$ cat config.mk
export PLATFORM = sky130hd
export DESIGN_NAME = uart_rx_fifo
export DESIGN_NICKNAME = d
export VERILOG_FILES = /design/src/rtl/uart_rx_fifo_pkg.sv /design/src/rtl/uart_fifo_mem.sv /design/src/rtl/uart_rx_fifo.sv
export SDC_FILE = /design/constraint.sdc
export NUM_CORES = 1
export LEC_CHECK = 0
export BUFFER_PORTS_ARGS = -buffer_cell sky130_fd_sc_hd__buf_4
export CAP_MARGIN = 20
export CORE_ASPECT_RATIO = 1.4
export CORE_MARGIN = 2
export CORE_UTILIZATION = 37
export DETAILED_ROUTE_END_ITERATION = 7
export SETUP_SLACK_MARGIN = 0.2
export SYNTH_ARGS = -nofsm -noshare
export SYNTH_HDL_FRONTEND = slang
export SYNTH_SLANG_ARGS = --single-unit
$ cat constraint.sdc
create_clock -name clk -period 2.67 [get_ports clk]
set_input_delay 0.267 -clock clk [delete_from_list [all_inputs] [get_ports clk]]
set_output_delay 0.267 -clock clk [all_outputs]
set_load 0.01 [all_outputs]
$ cat src/rtl/uart_rx_fifo_pkg.sv
// ---------------------------------------------------------------------------
// uart_rx_fifo_pkg
// Shared definitions for the UART receive buffer slice.
//   UART_DATA_W           default byte width of the receive path
//   UART_FIFO_DEPTH_LOG2  default log2 of the receive FIFO depth
//   fifo_op_e             per-cycle FIFO operation, encoded as {push, pop}
// ---------------------------------------------------------------------------
package uart_rx_fifo_pkg;

  localparam int UART_DATA_W          = 8;
  localparam int UART_FIFO_DEPTH_LOG2 = 4;

  // Bit 1 is push and bit 0 is pop.
  // A value can therefore be built directly from the two strobes.
  typedef enum logic [1:0] {
    OP_IDLE = 2'b00,
    OP_POP  = 2'b01,
    OP_PUSH = 2'b10,
    OP_BOTH = 2'b11
  } fifo_op_e;

endpackage

$ cat src/rtl/uart_fifo_mem.sv
// ---------------------------------------------------------------------------
// uart_fifo_mem
// Storage for the receive FIFO: a WIDTH x 2**ADDR_W register array with one
// synchronous write port and one asynchronous read port. It has no reset;
// validity of each entry is tracked entirely by the pointers in the parent.
// Ports:
//   clk    in   write clock
//   we     in   write enable
//   waddr  in   write address
//   wdata  in   write data
//   raddr  in   read address
//   rdata  out  contents of mem[raddr], combinational
// ---------------------------------------------------------------------------
module uart_fifo_mem
  import uart_rx_fifo_pkg::*;
#(
  parameter int WIDTH  = UART_DATA_W,
  parameter int ADDR_W = UART_FIFO_DEPTH_LOG2
) (
  input  logic              clk,
  input  logic              we,
  input  logic [ADDR_W-1:0] waddr,
  input  logic [WIDTH-1:0]  wdata,
  input  logic [ADDR_W-1:0] raddr,
  output logic [WIDTH-1:0]  rdata
);

  logic [WIDTH-1:0] mem [2**ADDR_W];

  always_ff @(posedge clk) begin
    if (we) begin
      mem[waddr] <= wdata;
    end
  end

  assign rdata = mem[raddr];

endmodule

$ cat src/rtl/uart_rx_fifo.sv
// ---------------------------------------------------------------------------
// uart_rx_fifo
// Receive buffer placed directly after the UART receiver. Each byte strobed by
// the receiver is queued in a first-word-fall-through FIFO and offered to the
// consumer over a valid/ready handshake. When a byte arrives with no room, it
// is dropped and a sticky overrun flag is raised.
// Ports:
//   clk        in   system clock, rising edge
//   rstn       in   asynchronous active-low reset
//   i_data     in   received byte, sampled when i_rcv=1
//   i_rcv      in   one-cycle push strobe from the receiver
//   o_data     out  head-of-queue byte, 0 while empty
//   o_valid    out  queue non-empty
//   i_ready    in   consumer takes o_data this cycle
//   o_count    out  number of stored entries, 0..2**DEPTH_LOG2
//   o_full     out  queue holds 2**DEPTH_LOG2 entries
//   o_empty    out  queue holds no entries
//   o_overrun  out  sticky: a byte was dropped since the last clear
//   i_clr_ovr  in   one-cycle pulse that clears o_overrun
// ---------------------------------------------------------------------------
module uart_rx_fifo
  import uart_rx_fifo_pkg::*;
#(
  parameter int WIDTH      = UART_DATA_W,
  parameter int DEPTH_LOG2 = UART_FIFO_DEPTH_LOG2
) (
  input  logic                  clk,
  input  logic                  rstn,
  input  logic [WIDTH-1:0]      i_data,
  input  logic                  i_rcv,
  output logic [WIDTH-1:0]      o_data,
  output logic                  o_valid,
  input  logic                  i_ready,
  output logic [DEPTH_LOG2:0]   o_count,
  output logic                  o_full,
  output logic                  o_empty,
  output logic                  o_overrun,
  input  logic                  i_clr_ovr
);

  localparam int PTR_W = DEPTH_LOG2 + 1;

  logic [PTR_W-1:0] wr_ptr;
  logic [PTR_W-1:0] rd_ptr;
  logic [PTR_W-1:0] count;
  logic             overrun;
  logic             full;
  logic             empty;
  logic             push;
  logic             pop;
  logic             drop;
  logic [WIDTH-1:0] rdata;
  fifo_op_e         op;

  // The pointers carry one extra wrap bit.
  // When the address bits are equal, the wrap bit tells full apart from empty.
  assign full  = (wr_ptr[DEPTH_LOG2-1:0] == rd_ptr[DEPTH_LOG2-1:0]) &&
                 (wr_ptr[DEPTH_LOG2] != rd_ptr[DEPTH_LOG2]);
  assign empty = (wr_ptr == rd_ptr);

  // A pop in the same cycle frees the slot that a push into a full queue needs.
  // The push is therefore accepted.
  // There is no bypass when the queue is empty: pop requires a non-empty queue.
  assign pop  = i_ready & ~empty;
  assign push = i_rcv & (~full | pop);
  assign drop = i_rcv & full & ~pop;
  assign op   = fifo_op_e'({push, pop});

  uart_fifo_mem #(
    .WIDTH  (WIDTH),
    .ADDR_W (DEPTH_LOG2)
  ) u_mem (
    .clk   (clk),
    .we    (push),
    .waddr (wr_ptr[DEPTH_LOG2-1:0]),
    .wdata (i_data),
    .raddr (rd_ptr[DEPTH_LOG2-1:0]),
    .rdata (rdata)
  );

  always_ff @(posedge clk or negedge rstn) begin
    if (!rstn) begin
      wr_ptr <= '0;
      rd_ptr <= '0;
    end else begin
      if (push) begin
        wr_ptr <= wr_ptr + PTR_W'(1);
      end
      if (pop) begin
        rd_ptr <= rd_ptr + PTR_W'(1);
      end
    end
  end

  // The count is kept as its own register and is not derived from the pointers.
  // This gives the consumer a glitch-free level output.
  always_ff @(posedge clk or negedge rstn) begin
    if (!rstn) begin
      count <= '0;
    end else begin
      case (op)
        OP_PUSH: count <= count + PTR_W'(1);
        OP_POP:  count <= count - PTR_W'(1);
        default: count <= count;
      endcase
    end
  end

  // If a drop and a clear occur in the same cycle, the drop wins.
  // This prevents a lost byte from going unreported.
  always_ff @(posedge clk or negedge rstn) begin
    if (!rstn) begin
      overrun <= 1'b0;
    end else if (drop) begin
      overrun <= 1'b1;
    end else if (i_clr_ovr) begin
      overrun <= 1'b0;
    end
  end

  assign o_data    = empty ? '0 : rdata;
  assign o_valid   = ~empty;
  assign o_empty   = empty;
  assign o_full    = full;
  assign o_count   = count;
  assign o_overrun = overrun;

endmodule

# == After elaboration in Yosys (flattened, before gate mapping) ==
# Memory sizes are Yosys's and may differ from the RTL's.
# Cells that the tools add are included.
# word_totals
in_bits,13
mem_bits_rw,128
out_inout_bits,17
reg_bits,16
memories,1
# classes
bitwise,8
n_eq_ne,5
mux,6
reduce_logical,3
addsub,4
# memory_table
name,words,width,read_ports,rd_ports_with_merged_regs,write_ports,line_no,rtl
u_mem.mem,16,8,1,0,1,uart_fifo_mem.sv:28,logic [WIDTH-1:0] mem [2**ADDR_W];
# ops
op,n
$add A5 B1 Y5 const B,3
$pmux W5 S2,1
$mux W8,1
$eq A5 B5 Y1,1
$sub A5 B1 Y5 const B,1
$and A1 B1 Y1,4
$eq A4 B4 Y1,1
$mux W1,4
$reduce_bool A2 Y1,2
$not A1 Y1,3
$eq A2 B1 Y1 const B,1
$eq A2 B2 Y1 const B,1
$logic_and A1 B1 Y1,1
$ne A1 B1 Y1,1
$or A1 B1 Y1,1

# == Logic depth before layout (Yosys ltp) ==
# Gate-level depths: netlist of run 1.
# logic_depth
depth_word,7
mapped_depth,11
depth_no_buf,10

# == Cells and area by module ==
# A second synthesis of run 1 with hierarchy kept.
# hier_totals
hier_cells,307
hier_area_um2,6000.8
# modules_own_cells
mod,cells_each,seq_area_each_um2,instances,area_each_um2
uart_fifo_mem,221,3843.7,1,4987.3
uart_rx_fifo,86,400.4,1,1013.5

# == Worst setup path before layout of run 1 ==
# OpenSTA, ideal clock, no wires.
# synth_path
path_kind,flip-flop to flip-flop
startpoint,register rd_ptr[0]
endpoint,"register count[4], in the netlist o_count[4]"
stages_incl_launch_ff,12
required_ns,2.591
setup_ns,0.079
arrival_ns,2.563
slack_ns,0.028
path_cell_list,dfrtp_1 -> buf_2 -> xnor2_2 -> nand4_4 -> o21ai_2 -> nor2_1 -> fa_1 -> a21o_1 -> a21o_1 -> or2_2 -> o22ai_1 -> xor2_1
# synth_between
elab_chain_len,7
# synth_rtl
element,line_no,rtl
"start, declared",uart_rx_fifo.sv:44,logic [PTR_W-1:0] rd_ptr;
"start signal, assigned",uart_rx_fifo.sv:90,rd_ptr <= rd_ptr + PTR_W'(1);
$eq A5 B5 Y1 / $eq A4 B4 Y1 (equally long branches),"uart_rx_fifo.sv:59, uart_rx_fifo.sv:57",
$not A1 Y1 / $logic_and A1 B1 Y1 (equally long branches),"uart_rx_fifo.sv:64, uart_rx_fifo.sv:57",
$and A1 B1 Y1 / $not A1 Y1 (equally long branches),"uart_rx_fifo.sv:64, uart_rx_fifo.sv:65",
$or A1 B1 Y1,uart_rx_fifo.sv:65,assign push = i_rcv & (~full | pop);
$and A1 B1 Y1,uart_rx_fifo.sv:65,
$eq A2 B1 Y1 / $eq A2 B2 Y1 (equally long branches),uart_rx_fifo.sv:101,case (op)
$pmux W5 S2 / $reduce_bool A2 Y1 (equally long branches),--,
"end signal, assigned",uart_rx_fifo.sv:102,OP_PUSH: count <= count + PTR_W'(1);
"end signal, assigned",uart_rx_fifo.sv:103,OP_POP: count <= count - PTR_W'(1);
"end signal, assigned",uart_rx_fifo.sv:104,default: count <= count;
"end, declared",uart_rx_fifo.sv:45,logic [PTR_W-1:0] count;
# Parallel ways exist; a longest one is shown, timed or not.
# A chain may end at the register's enable or synchronous reset.

# == Worst setup path in the final report of run 1 ==
# Same ends and word-level chain as after synthesis.

==> impl_metrics.env, run 1 <==
export IMPL_outcome="finished clean"
export IMPL_post_route_period_util=0.926
export IMPL_grt_pass1_wl_um=19200
export IMPL_synthCells=302
export IMPL_max_cap_violations=0
export IMPL_cts_clk_slew_worst_paths_ps=60
export IMPL_leakage_nw=2.63
export IMPL_hold_viol=0
export IMPL_vias_per_cell=5.22
export IMPL_setup_tns_ps=0
export IMPL_coreArea_um2=15600
export IMPL_hold_start="i_clr_ovr"
export IMPL_critPathTopFamily="compound AO/OA/AOI/OAI gates"
export IMPL_crit_path_end_kind="flip-flop"
export IMPL_ir_drop_uv=646
export IMPL_worstSkewPairLatency_ps=410
export IMPL_holdPathStages=2
export IMPL_htree_num_levels=4
export IMPL_worst_pin_slew_ps=492
export IMPL_start_util=0.379
export IMPL_regToRegStartpoint="rd_ptr[0]"
export IMPL_period_minus_slack_ps=2470
export IMPL_antenna_found_initial=0
export IMPL_ys_warn_count=0
export IMPL_syn_to_final_growth_pct=26.7
export IMPL_grt_pass1_vias=3236
export IMPL_die_area_um2=17000
export IMPL_drc=0
export IMPL_fin_total_pwr_mw=8.70
export IMPL_cp_max_fo=4
export IMPL_pwr_density_cell_nw_per_um2=1160
export IMPL_place_area_um2=6560
export IMPL_synth_seq_cells=144
export IMPL_port_buffers=29
export IMPL_dr_pass1_iters=4
export IMPL_syn_area_per_cell_um2=19.6
export IMPL_gp_congestion=0.812
export IMPL_grt_usage=0.153
export IMPL_ant_nets=0
export IMPL_cts_tree="yes"
export IMPL_regArea_um2=4250
export IMPL_cp_start_kind="flip-flop"
export IMPL_final_cell_mix="edfxtp_1 (128), buf_4 (54), mux4_2 (32)"
export IMPL_drv_slew=0
export IMPL_whs_endpoint="o_overrun"
export IMPL_ioPinCount=30
export IMPL_cp_num_buf_inv=1
export IMPL_rows=54
export IMPL_grt_max_degree=36
export IMPL_hold_path_class="input port to flip-flop"
export IMPL_crit_chain="buf_12 -> xnor2_4 -> nand4_4 -> o21ai_4 -> nor2_4 -> fa_2 -> a21o_1 -> a21o_1 -> or2_4 -> o22ai_2 -> xor2_1"
export IMPL_rsz0062_at_grt="yes"
export IMPL_synth_distinct_cells=37
export IMPL_mostFrequentLayoutCell="edfxtp_1"
export IMPL_stdcell_area_um2=7500
export IMPL_fin_nets=396
export IMPL_crit_type="flip-flop to flip-flop"
export IMPL_fmax_mhz=405
export IMPL_synth_fp_nets=324
export IMPL_drtIter0Drc=212
export IMPL_seq_area_frac_synth=0.717
export IMPL_crit_required_ps=3010
export IMPL_drt_wl_total_um=12900
export IMPL_setup_viol=0
export IMPL_r2r_end="o_count[4]"
export IMPL_cts_sinks=144
export IMPL_syn_cell_area_um2=5920
export IMPL_grt_overflow=0
export IMPL_vias=3026
export IMPL_n_fill_cell=1290
export IMPL_hpwl_um=7800
export IMPL_slowest_delay_ps=480
export IMPL_rrSetupSlack_ps=200
export IMPL_multi_input_area_um2=1740
export IMPL_drive_gt1_frac=0.427
export IMPL_diodes=0
export IMPL_cts_buffers=17
export IMPL_r2r_worst_path_cells=11
export IMPL_cts_buffer_depth=2
export IMPL_clockRootBuffer="clkbuf_16"
export IMPL_crit_arrival_ps=2810
export IMPL_slowest_stage="dfrtp_2"
export IMPL_slew_headroom=0.672
export IMPL_fin_skew_ps=7.21
export IMPL_die_w_um=111
export IMPL_wl_per_cell_um=22.2
export IMPL_cpMostUsedCell="a21o_1"
export IMPL_die_height_um=154
## registers in the layout (all words and copies together) (netlist names)
| name | flops |
|---|---|
| o_count | 5 |
| o_overrun | 1 |
| rd_ptr | 5 |
| u_mem.mem | 128 |
| wr_ptr | 5 |
## cell type report
| class | instances | area share |
|---|---|---|
| repair buffers | 69 | 0.0955 |
| clock inverters | 10 | 0.0130 |
| inverters | 4 | 0.00217 |
| clock buffers | 19 | 0.0578 |
| well taps | 196 | 0.0327 |
| flip-flops and latches | 144 | 0.566 |
| multi-input cells | 138 | 0.233 |
## cell usage after synthesis
| cell | count | area (µm²) |
|---|---|---|
| xnor2_2 | 3 | 48.8 |
| xnor2_1 | 7 | 61.3 |
| o31a_1 | 1 | 8.76 |
| ha_1 | 8 | 100 |
| mux2_2 | 3 | 33.8 |
| edfxtp_1 | 128 | 3840 |
| nand3_1 | 1 | 5.00 |
| nor3_1 | 1 | 5.00 |
| mux2_1 | 3 | 33.8 |
| a21o_1 | 3 | 22.5 |
| xnor2_4 | 1 | 27.5 |
| a22oi_1 | 16 | 120 |
| buf_4 | 2 | 15.0 |
| buf_1 | 1 | 3.75 |
| fa_1 | 1 | 20.0 |
| o22ai_1 | 1 | 6.26 |
| nor2b_1 | 4 | 25.0 |
| dfrtp_1 | 16 | 400 |
| mux4_2 | 32 | 721 |
| inv_1 | 3 | 11.3 |
| or2_2 | 2 | 12.5 |
| nand2b_1 | 1 | 6.26 |
| nand2_1 | 4 | 15.0 |
| xor2_1 | 7 | 61.3 |
| and3_1 | 15 | 93.8 |
| and3_4 | 1 | 11.3 |
| clkbuf_1 | 5 | 18.8 |
| clkinv_1 | 1 | 3.75 |
| o32ai_1 | 1 | 8.76 |
| and2_1 | 2 | 12.5 |
| a21oi_1 | 9 | 45.0 |
| nand4_4 | 1 | 21.3 |
| nor2_1 | 5 | 18.8 |
| o21ai_2 | 2 | 17.5 |
| buf_2 | 8 | 40.0 |
| nand4_1 | 2 | 12.5 |
| o21ai_0 | 1 | 5.00 |
## power breakdown
group,switching (mW),internal [mW]
combinational,1.62,1.87
clock,0.828,1.34
sequential,0.266,2.78
total,2.71,5.99
## stage by stage
step           worst slack, ps  hold WS [ps]  std cells  utilization
4_1_cts                    175          29.7        573        0.469
6_report                   198          35.3        580        0.480
3_3_place_gp               214           142        531        0.420
2_1_floorplan              209         -28.6        302            -
3_5_place_dp               162           150        531        0.420
5_1_grt                    113          28.0        580        0.480
## repair_timing
action,4_1_cts,5_1_grt
pin swaps,5,18
endpoints found under the hold margin,16,0
cloned,2,2
buffers inserted,10,5
endpoints found under the setup margin,9,45
hold buffers,1,0
resized for setup,11,20
## kinds of logic (layout without fill, tap and decap cells)
family,after synthesis,in the layout,share of synthesized area
AO/OA/AOI/OAI,34,34,0.0395
XOR/XNOR,18,18,0.0336
adder cells (fa/ha/maj),9,9,0.0203
buffers and inverters,20,102,0.0156
flip-flops,144,144,0.717
multiplexers,38,38,0.133
AND/OR/NAND/NOR,39,39,0.0404
## worst max-delay path by stage
stage | from | to | slack (ps) | depth (start not counted)
2_1_floorplan | rd_ptr[0] | o_count[4] | 210 | 11
3_3_place_gp | rd_ptr[2] | o_count[4] | 210 | 10
3_5_place_dp | wr_ptr[2] | o_count[4] | 160 | 10
4_1_cts | rd_ptr[0] | o_data[4] | 180 | 6
5_1_grt | wr_ptr[2] | o_count[4] | 110 | 10
6_report | rd_ptr[0] | o_count[4] | 200 | 11
## worst register-to-register path: cells and delay by family (launching register included)
kind	cells	cell delay [ps]
AND/OR/NAND/NOR	3	430
AO/OA/AOI/OAI	4	670
flip-flops	1	480
XOR/XNOR	2	290
buffers and inverters	1	160
adder cells (fa/ha/maj)	1	370
## routing by layer
layer	up-vias	global-route usage	part of all wire
li1	1365	-	-
met1	1563	0.183	0.40
met2	71	0.272	0.54
met3	27	0.0304	0.029
met4	0	0.0619	0.030
met5	-	0	0
Note: power is estimated with default switching activity, not from simulation.
==> run 2, diff against run 1 <==
--- a/config.mk
+++ b/config.mk
@@ -5,7 +5,7 @@
 export SDC_FILE = /design/constraint.sdc
 export NUM_CORES = 1
 export LEC_CHECK = 0
-export BUFFER_PORTS_ARGS = -buffer_cell sky130_fd_sc_hd__buf_4
+export BUFFER_PORTS_ARGS = -buffer_cell sky130_fd_sc_hd__buf_2
 export CAP_MARGIN = 20
 export CORE_ASPECT_RATIO = 1.4
 export CORE_MARGIN = 2
@@ -14,4 +14,5 @@
 export SETUP_SLACK_MARGIN = 0.2
 export SYNTH_ARGS = -nofsm -noshare
 export SYNTH_HDL_FRONTEND = slang
+export SYNTH_HIERARCHICAL = 1
 export SYNTH_SLANG_ARGS = --single-unit
==> impl_metrics.env, run 2 <==
export IMPL_regToRegStartpoint="rd_ptr[0]"
export IMPL_crit_type="flip-flop to output pin"
export IMPL_synth_top_area_share=0.641
export IMPL_fin_total_pwr_mw=8.59
export IMPL_whs_endpoint="o_overrun"
export IMPL_outcome="finished clean"
export IMPL_setup_tns_ps=0
export IMPL_cts_sinks=144
export IMPL_grt_usage=0.158
export IMPL_port_buffers=29
export IMPL_n_fill_cell=1357
export IMPL_dr_pass1_iters=4
export IMPL_cp_start_kind="flip-flop"
export IMPL_syn_cell_area_um2=6000
export IMPL_drt_wl_total_um=12900
export IMPL_clockRootBuffer="clkbuf_16"
export IMPL_crit_required_ps=2400
export IMPL_synth_fa_ha_area_frac=0.0138
export IMPL_die_height_um=155
export IMPL_post_route_period_util=0.971
export IMPL_drc=0
export IMPL_seq_area_frac_synth=0.707
export IMPL_crit_path_end_kind="output pin"
export IMPL_syn_to_final_growth_pct=21.3
export IMPL_wl_per_cell_um=22.1
export IMPL_rrSetupSlack_ps=120
export IMPL_htree_num_levels=4
export IMPL_fmax_mhz=386
export IMPL_pwr_density_cell_nw_per_um2=1180
export IMPL_drv_slew=0
export IMPL_r2r_worst_path_cells=7
export IMPL_synth_seq_cells=144
export IMPL_holdPathStages=3
export IMPL_synth_fp_nets=326
export IMPL_drtIter0Drc=245
export IMPL_synth_commonest_cells="edfxtp_1 (128), mux4_2 (18), a22oi_1 (16), dfrtp_1 (16), nor2_1 (16)"
export IMPL_grt_pass1_wl_um=19700
export IMPL_yosysMostFrequentCell="edfxtp_1"
export IMPL_slowest_delay_ps=530
export IMPL_drive_gt1_frac=0.414
export IMPL_largest_register_ffs=128
export IMPL_cp_max_fo=9
export IMPL_vias_per_cell=5.24
export IMPL_period_minus_slack_ps=2590
export IMPL_grt_pass1_vias=3190
export IMPL_rsz0062_at_grt="yes"
export IMPL_synth_area_mux_share=0.142
export IMPL_max_cap_violations=0
export IMPL_hold_viol=0
export IMPL_die_area_um2=17300
export IMPL_ir_drop_uv=592
export IMPL_ant_nets=0
export IMPL_leakage_nw=2.52
export IMPL_worst_pin_slew_ps=870
export IMPL_cts_clk_slew_worst_paths_ps=60
export IMPL_netlist_top_cell_by_area="edfxtp_1"
export IMPL_ioPinCount=30
export IMPL_slowest_stage="mux4_2"
export IMPL_cts_buffers=17
export IMPL_ys_warn_count=6
export IMPL_syn_area_per_cell_um2=19.5
export IMPL_grt_max_degree=36
export IMPL_die_w_um=112
export IMPL_hpwl_um=7640
export IMPL_cts_tree="yes"
export IMPL_synth_xor_area_share=0.0300
export IMPL_synth_top_family_by_area="multiplexers"
export IMPL_postLayoutSetupSlackWorst_ps=78.6
export IMPL_top_register="u_mem/mem"
export IMPL_synth_ff_type="edfxtp_1"
export IMPL_cts_buffer_depth=2
export IMPL_antenna_found_initial=0
export IMPL_worstSkewPairLatency_ps=430
export IMPL_hold_path_class="input port to flip-flop"
export IMPL_diodes=0
export IMPL_start_util=0.374
export IMPL_gp_congestion=0.771
export IMPL_synth_compound_area_frac=0.0348
export IMPL_fin_skew_ps=18.8
export IMPL_vias=3044
export IMPL_crit_arrival_ps=2320
export IMPL_post_route_util=0.454
export IMPL_mostFrequentLayoutCell="edfxtp_1"
export IMPL_hold_start="i_clr_ovr"
export IMPL_synth_distinct_cells=43
export IMPL_synth_area_leaders="edfxtp_1 (64%), mux4_2 (6.8%), dfrtp_1 (6.7%), mux4_1 (6.1%), a22oi_1 (2.0%)"
export IMPL_final_cell_mix="edfxtp_1 (128), mux4_2 (31), buf_2 (29)"
export IMPL_grt_overflow=0
export IMPL_synthArstFlopShare=0.111
export IMPL_synthCells=307
export IMPL_r2r_end="u_mem/mem[5][4]"
export IMPL_dp_slack_ps=218
export IMPL_crit_chain="buf_12 -> buf_16 -> mux4_2 -> a22oi_2 -> nand2_1 -> and2_1 -> buf_2"
export IMPL_slew_headroom=0.418
export IMPL_rows=55
export IMPL_coreArea_um2=16000
export IMPL_synth_edf_count=128
export IMPL_setup_viol=0
export IMPL_fin_nets=388
export IMPL_yosys_area_share_simple=0.0525
## run 2: changes by cell type in the layout (fill, tap and decap cells not counted), moves of 5 or more
cell,before,now
buf_12,9,4
buf_4,54,15
clkinv_1,6,1
nand2_1,4,10
buf_2,0,29
nor2_2,0,6
and2_1,1,10
nor2_1,4,11
and3_1,14,1
a21oi_2,6,1
## run 2: what timing repair did
| action | CTS | global route |
|---|---|---|
| resized for setup | 25 | 22 |
| endpoints found under the hold margin | 16 | 0 |
| hold buffers | 1 | 0 |
| setup buffers | 4 | 1 |
| endpoints found under the setup margin | 16 | 97 |
| cloned | 4 | 0 |
| pin swaps | 7 | 6 |
## run 2: layout make-up
type                       count  area [µm²]  share of cell area
multi-input combinational    145        1700               0.234
tap                          199         249              0.0342
clock buffer                  17         425              0.0584
inverter                       4        15.0             0.00206
sequential                   144        4250               0.584
timing repair buffer          57         503              0.0691
clock inverter                15         136              0.0187
## run 2: how the worst max path moves through the flow
stage	from	endpoint	cells past startpoint
floorplan	wr_ptr[1]	o_count[4]	12
global route	rd_ptr[0]	u_mem/mem[5][3]	7
finish	rd_ptr[0]	o_data[7]	7
CTS	rd_ptr[0]	o_data[2]	7
global placement	rd_ptr[3]	o_count[4]	11
detailed placement	wr_ptr[3]	o_count[4]	11
## run 2: logic make-up (layout without fill, tap and decap cells)
family	after synthesis	after routing
adders and majority gates	6	6
and+or+nand+nor	59	59
buffers and inverters	18	93
AOI/OAI and AO/OA	24	24
muxes	38	38
DFF	144	144
xor gates and xnor gates	18	18
## run 2: critical path: cells and delay by family, from the launching register on
kind | cells | cell delay (ps)
buffers and inverters | 3 | 460
AOI/OAI and AO/OA | 1 | 190
DFF | 1 | 430
and+or+nand+nor | 2 | 270
muxes | 1 | 530
## run 2: report_power, final
| part | switching (mW) | total, mW | leakage [nW] | internal (mW) |
|---|---|---|---|---|
| registers | 0.208 | 3.01 | 1.34 | 2.80 |
| clock network | 0.933 | 2.22 | 0.268 | 1.29 |
| logic | 1.66 | 3.36 | 0.904 | 1.70 |
| total | 2.81 | 8.59 | 2.52 | 5.79 |
## run 2: per-layer routing
layer  wire [µm]  vias up  GRT usage
li1            -     1355          -
met1        5210     1590      0.187
met2        7030       87      0.275
met3         449       12     0.0415
met4         167        0     0.0635
met5           0        -          0
## run 2: stage by stage
stage	area [µm²]	cells	hold WS, ps
final	7280	581	130
after global placement	6460	539	210
after floorplan	6030	307	-28.6
after CTS	7240	580	116
after global routing	7280	581	129
after detailed placement	6460	539	216
==> run 3, diff against run 2 <==
--- a/config.mk
+++ b/config.mk
@@ -7,10 +7,13 @@
 export LEC_CHECK = 0
 export BUFFER_PORTS_ARGS = -buffer_cell sky130_fd_sc_hd__buf_2
 export CAP_MARGIN = 20
+export CELL_PAD_IN_SITES_DETAIL_PLACEMENT = 0
+export CELL_PAD_IN_SITES_GLOBAL_PLACEMENT = 1
 export CORE_ASPECT_RATIO = 1.4
 export CORE_MARGIN = 2
 export CORE_UTILIZATION = 37
 export DETAILED_ROUTE_END_ITERATION = 7
+export PLACE_DENSITY_LB_ADDON = 0.1
 export SETUP_SLACK_MARGIN = 0.2
 export SYNTH_ARGS = -nofsm -noshare
 export SYNTH_HDL_FRONTEND = slang
==> impl_metrics.env, run 3 (same netlist as run 2, synthesis figures left out) <==
export IMPL_worst_pin_slew_ps=591
export IMPL_cp_max_fo=5
export IMPL_rsz0062_at_grt="yes"
export IMPL_whs_endpoint="o_overrun"
export IMPL_setup_tns_ps=0
export IMPL_largest_register_ffs=128
export IMPL_drive_gt1_frac=0.410
export IMPL_mostFrequentLayoutCell="edfxtp_1"
export IMPL_hpwl_um=8010
export IMPL_place_area_um2=6490
export IMPL_rows=55
export IMPL_max_cap_violations=0
export IMPL_setup_viol=0
export IMPL_worstSkewPairLatency_ps=420
export IMPL_ioPinCount=30
export IMPL_die_area_um2=17300
export IMPL_hold_start="i_clr_ovr"
export IMPL_dr_pass1_iters=6
export IMPL_clockRootBuffer="clkbuf_16"
export IMPL_n_fill_cell=1377
export IMPL_fin_total_pwr_mw=8.53
export IMPL_rrSetupSlack_ps=120
export IMPL_crit_arrival_ps=2340
export IMPL_top_register="u_mem/mem"
export IMPL_fin_nets=394
export IMPL_r2r_end="u_mem/mem[0][6]"
export IMPL_drt_wl_total_um=12300
export IMPL_holdPathStages=3
export IMPL_syn_to_final_growth_pct=22.3
export IMPL_pwr_density_cell_nw_per_um2=1160
export IMPL_cp_start_kind="flip-flop"
export IMPL_grt_max_degree=36
export IMPL_drc=0
export IMPL_stdcell_area_um2=7340
export IMPL_ant_nets=0
export IMPL_leakage_nw=2.58
export IMPL_crit_path_end_kind="output pin"
export IMPL_ir_drop_uv=527
export IMPL_post_route_period_util=0.977
export IMPL_grt_pass1_vias=3137
export IMPL_crit_required_ps=2400
export IMPL_regToRegStartpoint="rd_ptr[0]"
export IMPL_vias_per_cell=5.11
export IMPL_r2r_worst_path_cells=10
export IMPL_period_minus_slack_ps=2610
export IMPL_diodes=0
export IMPL_cts_sinks=144
export IMPL_grt_pass1_wl_um=19300
export IMPL_hold_viol=0
export IMPL_port_buffers=29
export IMPL_cts_buffers=17
export IMPL_cts_buffer_depth=2
export IMPL_hold_path_class="input port to flip-flop"
export IMPL_multi_input_area_um2=1740
export IMPL_gp_congestion=0.721
export IMPL_htree_num_levels=4
export IMPL_die_height_um=155
export IMPL_coreArea_um2=16000
export IMPL_grt_overflow=0
export IMPL_vias=2998
export IMPL_outcome="finished clean"
export IMPL_fmax_mhz=383
export IMPL_start_util=0.374
export IMPL_cts_clk_slew_worst_paths_ps=60
export IMPL_cts_tree="yes"
export IMPL_drtIter0Drc=150
export IMPL_final_cell_mix="edfxtp_1 (128), buf_2 (29), mux4_2 (24)"
export IMPL_grt_usage=0.154
export IMPL_antenna_found_initial=0
export IMPL_fin_skew_ps=13.6
export IMPL_crit_type="flip-flop to output pin"
export IMPL_die_w_um=112
export IMPL_drv_slew=0
export IMPL_regArea_um2=4250
export IMPL_slew_headroom=0.606
export IMPL_wl_per_cell_um=21.0
-- run 3: changes by cell type in the layout (fill, tap and decap cells not counted), sizes merged --
| cell | before | now |
|---|---|---|
| clkinv | 7 | 4 |
| inv | 8 | 13 |
| clkinvlp | 3 | 1 |
| buf | 56 | 62 |
-- run 3: critical path, stage by stage, from the launching register on --
cell	delay (ps)
dfrtp_2	500
buf_12	160
buf_16	130
mux4_2	520
a22oi_2	200
nand2_1	120
and2_1	150
buf_2	130
-- run 3: cell type report --
type,count,area share
clock buffer,17,0.0580
sequential,144,0.579
clock inverter,15,0.0201
multi-input combinational,145,0.237
timing repair buffer,63,0.0701
tap,199,0.0339
inverter,4,0.00205
-- run 3: how the worst max path moves through the flow --
stage               cells past startpoint         end       from
detailed placement                     11  o_count[4]  rd_ptr[2]
finish                                  7   o_data[1]  rd_ptr[0]
global route                            7   o_data[1]  rd_ptr[0]
global placement                       11  o_count[4]  rd_ptr[2]
floorplan                              12  o_count[4]  wr_ptr[1]
CTS                                     6   o_data[1]  rd_ptr[0]
-- run 3: per-stage QoR --
stage | util | std cells | hold WS, ps | setup WS, ps
2_1_floorplan | - | 307 | -28.6 | 149
3_3_place_gp | 0.405 | 543 | 214 | 178
3_5_place_dp | 0.405 | 543 | 219 | 141
4_1_cts | 0.452 | 583 | 141 | 18.6
5_1_grt | 0.458 | 587 | 143 | -5.37
6_report | 0.458 | 587 | 151 | 62.3
-- run 3: power by group --
| group | total, mW | switching (mW) | internal (mW) |
|---|---|---|---|
| Combinational | 3.25 | 1.61 | 1.64 |
| Clock | 2.28 | 0.969 | 1.31 |
| Sequential | 3.00 | 0.197 | 2.80 |
| Total | 8.53 | 2.78 | 5.75 |
-- run 3: what timing repair did --
item                                    CTS  global route
setup buffers                             4             4
hold buffers                              1             0
pin swaps                                 5             2
gates resized for setup                  16            25
endpoints found under the setup margin    9            90
endpoints found under the hold margin    16             0
cloned                                    3             0
-- run 3: per-layer routing --
| layer | GRT usage | share of wire | vias to the layer above |
|---|---|---|---|
| li1 | - | - | 1377 |
| met1 | 0.189 | 0.43 | 1550 |
| met2 | 0.264 | 0.53 | 61 |
| met3 | 0.0361 | 0.029 | 10 |
| met4 | 0.0582 | 0.013 | 0 |
| met5 | 0 | 0 | - |
